### src/rtl/uart_led_pkg.sv
// Shared types and constants for the UART LED command sequencer.
package uart_led_pkg;

    typedef enum logic [2:0] {
        S_SYNC,
        S_CMD,
        S_ADDR,
        S_DATA,
        S_CHK,
        S_WRITE,
        S_CLEAR
    } state_t;

    localparam logic [7:0] CMD_WRITE         = 8'h01;
    localparam logic [7:0] CMD_CLEAR         = 8'h02;
    localparam logic [7:0] CMD_BRIGHT        = 8'h03;
    localparam logic [7:0] SYNC_BYTE_DEFAULT = 8'hA5;
    localparam logic [3:0] BRIGHT_RESET      = 4'hF;

    function automatic logic [7:0] frame_chk(input logic [7:0] cmd,
                                             input logic [7:0] addr,
                                             input logic [7:0] data);
        return cmd ^ addr ^ data;
    endfunction

endpackage

### src/rtl/cmd_timeout_timer.sv
// Inter-byte timeout counter: counts while running, clears on i_clr,
// and emits a one-cycle expire pulse when it reaches TIMEOUT_CLKS-1.
module cmd_timeout_timer #(
    parameter int unsigned TIMEOUT_CLKS = 25000
) (
    input  logic i_clk,
    input  logic i_rst_n,
    input  logic i_run,
    input  logic i_clr,
    output logic o_expire
);

    localparam int unsigned CW = $clog2(TIMEOUT_CLKS + 1);
    localparam logic [CW-1:0] LAST = CW'(TIMEOUT_CLKS - 1);

    logic [CW-1:0] count_q;

    // A byte arriving on the expiry cycle wins over the timeout.
    always_comb begin
        o_expire = i_run && !i_clr && (count_q == LAST);
    end

    always_ff @(posedge i_clk) begin
        if (!i_rst_n) begin
            count_q <= '0;
        end else if (!i_run || i_clr || o_expire) begin
            count_q <= '0;
        end else begin
            count_q <= count_q + CW'(1);
        end
    end

endmodule

### src/rtl/uart_led_cmd_ctrl.sv
// Frame parser and framebuffer/brightness command sequencer fed by a UART
// byte receiver; owns the framebuffer write port and brightness register.
module uart_led_cmd_ctrl
    import uart_led_pkg::*;
#(
    parameter logic [31:0] CLOCK_RATE_HZ = 32'd25_000_000,
    parameter int          ROWS          = 8,
    parameter int          ROW_W         = 8,
    parameter int unsigned TIMEOUT_CLKS  = CLOCK_RATE_HZ / 1000,
    parameter logic [7:0]  SYNC_BYTE     = SYNC_BYTE_DEFAULT
) (
    input  logic                    i_clk,
    input  logic                    i_rst_n,
    input  logic [7:0]              i_rx_byte,
    input  logic                    i_rx_valid,
    output logic                    o_wr_valid,
    input  logic                    i_wr_ready,
    output logic [$clog2(ROWS)-1:0] o_wr_addr,
    output logic [ROW_W-1:0]        o_wr_data,
    output logic [3:0]              o_brightness,
    output logic                    o_busy,
    output logic                    o_frame_ok,
    output logic                    o_frame_err
);

    localparam int AW = $clog2(ROWS);
    localparam logic [7:0]    ROWS_B   = 8'(ROWS);
    localparam logic [AW-1:0] LAST_ROW = AW'(ROWS - 1);

    state_t          state, state_nx;
    logic [7:0]      cmd_q, addr_q, data_q;
    logic [AW-1:0]   wr_addr_q;
    logic [ROW_W-1:0] wr_data_q;
    logic [3:0]      bright_q;
    logic            ok_q, err_q;
    logic            ok_nx, err_nx;
    logic            load_write, load_clear, load_bright;
    logic            busy_w, accept, timer_run, expire;

    cmd_timeout_timer #(
        .TIMEOUT_CLKS(TIMEOUT_CLKS)
    ) u_timer (
        .i_clk   (i_clk),
        .i_rst_n (i_rst_n),
        .i_run   (timer_run),
        .i_clr   (i_rx_valid),
        .o_expire(expire)
    );

    always_comb begin
        busy_w    = (state == S_WRITE) || (state == S_CLEAR);
        accept    = busy_w && i_wr_ready;
        timer_run = (state == S_CMD) || (state == S_ADDR) ||
                    (state == S_DATA) || (state == S_CHK);
    end

    // State register
    always_ff @(posedge i_clk) begin
        if (!i_rst_n) begin
            state <= S_SYNC;
        end else begin
            state <= state_nx;
        end
    end

    // Next-state and frame decision
    always_comb begin
        state_nx    = state;
        ok_nx       = 1'b0;
        err_nx      = 1'b0;
        load_write  = 1'b0;
        load_clear  = 1'b0;
        load_bright = 1'b0;
        case (state)
            S_SYNC: begin
                if (i_rx_valid && (i_rx_byte == SYNC_BYTE)) state_nx = S_CMD;
            end
            S_CMD, S_ADDR, S_DATA: begin
                if (i_rx_valid) begin
                    state_nx = (state == S_CMD)  ? S_ADDR :
                               (state == S_ADDR) ? S_DATA : S_CHK;
                end else if (expire) begin
                    state_nx = S_SYNC;
                    err_nx   = 1'b1;
                end
            end
            S_CHK: begin
                if (i_rx_valid) begin
                    state_nx = S_SYNC;
                    if (i_rx_byte != frame_chk(cmd_q, addr_q, data_q)) begin
                        err_nx = 1'b1;
                    end else begin
                        case (cmd_q)
                            CMD_WRITE: begin
                                if (addr_q < ROWS_B) begin
                                    state_nx   = S_WRITE;
                                    load_write = 1'b1;
                                end else begin
                                    err_nx = 1'b1;
                                end
                            end
                            CMD_CLEAR: begin
                                state_nx   = S_CLEAR;
                                load_clear = 1'b1;
                            end
                            CMD_BRIGHT: begin
                                load_bright = 1'b1;
                                ok_nx       = 1'b1;
                            end
                            default: err_nx = 1'b1;
                        endcase
                    end
                end else if (expire) begin
                    state_nx = S_SYNC;
                    err_nx   = 1'b1;
                end
            end
            S_WRITE, S_CLEAR: begin
                if (accept && ((state == S_WRITE) || (wr_addr_q == LAST_ROW))) begin
                    state_nx = S_SYNC;
                    ok_nx    = 1'b1;
                end
                // Overrun coinciding with completion yields to the ok pulse.
                if (i_rx_valid && !ok_nx) err_nx = 1'b1;
            end
            default: state_nx = S_SYNC;
        endcase
    end

    // Frame capture, write-port and brightness registers
    always_ff @(posedge i_clk) begin
        if (!i_rst_n) begin
            cmd_q     <= '0;
            addr_q    <= '0;
            data_q    <= '0;
            wr_addr_q <= '0;
            wr_data_q <= '0;
            bright_q  <= BRIGHT_RESET;
            ok_q      <= 1'b0;
            err_q     <= 1'b0;
        end else begin
            ok_q  <= ok_nx;
            err_q <= err_nx;
            if (i_rx_valid) begin
                case (state)
                    S_CMD:   cmd_q  <= i_rx_byte;
                    S_ADDR:  addr_q <= i_rx_byte;
                    S_DATA:  data_q <= i_rx_byte;
                    default: ;
                endcase
            end
            if (load_write) begin
                wr_addr_q <= addr_q[AW-1:0];
                wr_data_q <= data_q[ROW_W-1:0];
            end else if (load_clear) begin
                wr_addr_q <= '0;
                wr_data_q <= '0;
            end else if ((state == S_CLEAR) && accept && (wr_addr_q != LAST_ROW)) begin
                wr_addr_q <= wr_addr_q + AW'(1);
            end
            if (load_bright) bright_q <= data_q[3:0];
        end
    end

    // Outputs
    always_comb begin
        o_busy       = busy_w;
        o_wr_valid   = busy_w;
        o_wr_addr    = wr_addr_q;
        o_wr_data    = wr_data_q;
        o_brightness = bright_q;
        o_frame_ok   = ok_q;
        o_frame_err  = err_q;
    end

endmodule
### config.mk
export PLATFORM = sky130hd
export DESIGN_NAME = uart_led_cmd_ctrl
export DESIGN_NICKNAME = d
export VERILOG_FILES = /design/src/rtl/uart_led_pkg.sv /design/src/rtl/cmd_timeout_timer.sv /design/src/rtl/uart_led_cmd_ctrl.sv
export SDC_FILE = /design/constraint.sdc
export NUM_CORES = 1
export LEC_CHECK = 0
export CORE_AREA = 5 5 60 115
export CTS_CLUSTER_DIAMETER = 30
export DETAILED_ROUTE_END_ITERATION = 10
export DIE_AREA = 0 0 65 120
export PLACE_DENSITY_LB_ADDON = 0.08
export SYNTH_ARGS = -nofsm -noshare
export SYNTH_HDL_FRONTEND = slang
export SYNTH_SLANG_ARGS = --single-unit
### constraint.sdc
create_clock -name i_clk -period 6.05 [get_ports i_clk]
set_clock_uncertainty 0.1 [all_clocks]
set_input_delay 0.9075 -clock i_clk [delete_from_list [all_inputs] [get_ports i_clk]]
set_output_delay 0.9075 -clock i_clk [all_outputs]
set_load 0.01 [all_outputs]
==> results.cfg <==
[layout]
postLayoutCoreUtil_pct = 58.78
area_growth_pct = 24.02
antenna_cells = 0
layout-drive-gt1-share_pct = 6.301
fillers = 542
nets = 375

[synth]
synth_cell_types = 49
synth_nets = 348
ys_async_sr_fraction_pct = 0
synth_edf_count = 0
netlist_area_um2 = 2823
synthCells = 333
ys_warn_count = 0
ys.flop_type = dfxtp_1
synth_seq_cells = 59
ys_seq_area_share_pct = 41.84
synth.avg_cell_area_um2 = 8.477

[worst_setup_path]
reg2reg_to = o_wr_data[2]
end_kind = flip-flop
rr_worst_depth = 5
regToRegSetupSlack_ps = 3620
worst_ep_required_time_ps = 6140
path_cells = clkdlybuf4s50_1 -> nand2b_1 -> nor3b_1 -> o21ai_1 -> or4_4 -> a22oi_1 -> nor2_1
rr_startpoint = state[2]
critPathMaxStageDelay_ps = 660
worstSetupPathType = primary input to flip-flop
startpoint_type = primary input
crit_fanout = 14
cpMaxStageDelayCell = clkdlybuf4s50_1
critPathBufInv = 1
crit_arrival_ps = 3180
crit_family = simple AND/OR/NAND/NOR gates
cp.depth = 7

[route]
drc = 0
dr.pass1.iters = 4
detailroute.via_count = 2412
via_per_inst = 5.636
ant_nets = 0
wl_mm = 7.104
drt_iter0_markers = 93
wire_per_inst_um = 16.60

[min_path]
hp-class = flip-flop to flip-flop
holdPathStages = 2
hp-start = cmd_q[3]
hold_end = cmd_q[3]

[clock_network]
path_clk_slew_ps = 50
cts_made_buffers = 9
cts_root_buffer = clkbuf_16
clk_latency_ps = 330
cts.htree.levels = 3
cts_resized = 0
cts_tree = built
clockBufferDepth = 2
clkSinkCount = 59
cts_hold_buf = 0
post_cts_buffers = 0

[pwr]
p_per_area_nw_per_um2 = 358.1
irDropWorstVdd_mv = 0.2537
sw_frac_of_total_pct = 25.66
power_frac_comb_pct = 15.2
total_power_w = 0.001254
power_frac_seq_pct = 35.8
p_leak_nw = 1.232
power_frac_clock_pct = 48.9
p_int_w = 0.0009321
p_sw_w = 0.0003217

[grt]
grt_max_degree = 46
grt-ovfl-total = 0
grt_pass1_vias = 2396
grtUsageMet2_pct = 38.10
grt_pass1_wl_mm = 11.67
grt.busiest_layer = met2
grt_usage_pct = 20.07
use_met1_pct = 17.71
grt_use_met3_pct = 6.086
antenna_found_initial = 0

[sta]
worst_pin_slew_ps = 1073
clock.fmax_ghz = 0.3230
period_share_pct = 51.18
setup_viol = 0
setup_tns_ps = 0
max_slew_margin_pct = 27.89
rsz0062_at_grt = no
drv_slew = 0
min_period_ps = 3096
hold_viol = 0

[die]
die_area_um2 = 7800
die_h_um = 120
start_util_pct = 47.39
pin_count = 31
row_count = 40
core_area_um2 = 5956
die_x_um = 65

[flow_run]
drv_cap = 0

[placement]
hpwlAfterDp_mm = 5.274
globalplace.congestion = 0.8940
portBuffers = 30

[run_status]
outcome = finished, final reports clean
[power by group through the flow]
stage	Sequential, W	Combinational [W]	Clock, W
3_3_place_gp	0.000457	0.000190	0
3_5_place_dp	0.000456	0.000190	0
5_1_grt	0.000453	0.000213	0.000641
2_1_floorplan	0.000435	0.000157	0
4_1_cts	0.000448	0.000192	0.000625
6_report	0.000449	0.000191	0.000613
[metal layers]
metal | up-vias | wire length [um]
li1 | 1210 | -
met1 | 1135 | 2524
met2 | 48 | 4046
met3 | 19 | 234
met4 | 0 | 298
met5 | - | 0
[cell families (layout without fill, tap and decap cells)]
kind of cell / count (synthesis) / after routing / share of synthesized area (%)
and+or+nand+nor: 148 / 148 / 25.44
AOI/OAI and AO/OA: 55 / 55 / 12.81
muxes: 12 / 12 / 4.255
buffers and inverters: 20 / 52 / 3.147
adders and majority gates: 3 / 3 / 1.330
DFF: 59 / 59 / 41.84
xor gates and xnor gates: 36 / 36 / 11.17
[layout make-up]
class / instances / area, um^2 / share of cell area, %
Clock buffer: 11 / 232.7 / 6.648
Clock inverter: 5 / 125.1 / 3.574
Inverter: 4 / 15.01 / 0.4289
Multi-Input combinational cell: 254 / 1553 / 44.35
Sequential cell: 59 / 1181 / 33.74
Tap cell: 63 / 78.83 / 2.252
Timing Repair Buffer: 32 / 315.3 / 9.006
[metrics by stage]
step	instance area, um^2	instances	setup WS (ps)	hold WS [ps]
final	3501	428	2954	352.2
after global routing	3501	428	2752	382.7
after CTS	3501	428	2979	355.0
after detailed placement	3143	412	2674	348.3
after global placement	3143	412	2663	338.4
after floorplan	2823	333	3431	329.9
[cell usage in the layout, fill, tap and decap left out, drive strengths merged, types with 3 or more instances in the layout]
master and instances:
and3 6, bufinv 4, clkdlybuf4s50 30, nor3 6, xor2 11, a221oi 4
nand4 5, dfxtp 59, o21ai 7, or3 3, nand2b 3, inv 4
ha 3, clkbuf 11, a22oi 9, nand2 47, nor2b 4, a21oi 24
mux2i 12, nor2 49, nand3 8, nor4 4, xnor2 25
[synthesized netlist by cell type (2+ instances only)]
master,count,area (um^2)
clkbuf_1,11,41.29
ha_1,3,37.54
o21ai_0,6,30.03
nor4_1,3,18.77
a22oi_1,9,67.56
buf_2,2,10.01
o31ai_1,2,15.01
or3_1,3,18.77
nand4_1,5,31.28
nor3b_1,2,15.01
and3_1,6,37.54
inv_1,3,11.26
nand2_1,47,176.4
a221oi_1,2,17.52
xor2_1,11,96.34
mux2i_1,12,120.1
dfxtp_1,59,1181
a21oi_1,24,120.1
nand2b_1,3,18.77
and2_1,2,12.51
nor2_1,49,183.9
nor4b_1,2,17.52
xnor2_1,25,219.0
nor3_1,6,30.03
nand3_1,8,40.04
a221oi_2,2,30.03
nor2b_1,4,25.02
[worst min-delay path, stage by stage, from the launching register on]
cell and delay (ps):
dfxtp_1 300, nand2_1 50, a21oi_1 50
[state kept, by name, summed over array words and instances (netlist names)]
| name | count |
|---|---|
| addr_q | 8 |
| cmd_q | 8 |
| data_q | 8 |
| o_brightness | 4 |
| o_frame_err | 1 |
| o_frame_ok | 1 |
| o_wr_addr | 3 |
| o_wr_data | 8 |
| state | 3 |
| u_timer.count_q | 15 |
[worst max path at each step]
stage / startpoint / to / slack, ps
2_1_floorplan: i_rx_valid / o_wr_data[1] / 3430
3_3_place_gp: i_rx_valid / o_wr_data[2] / 2660
3_5_place_dp: i_rx_valid / o_wr_data[2] / 2670
4_1_cts: state[0] / o_wr_valid / 2980
5_1_grt: i_rx_valid / o_wr_data[3] / 2750
6_report: i_rx_valid / o_wr_data[2] / 2950
(Power assumes the default switching activity.)
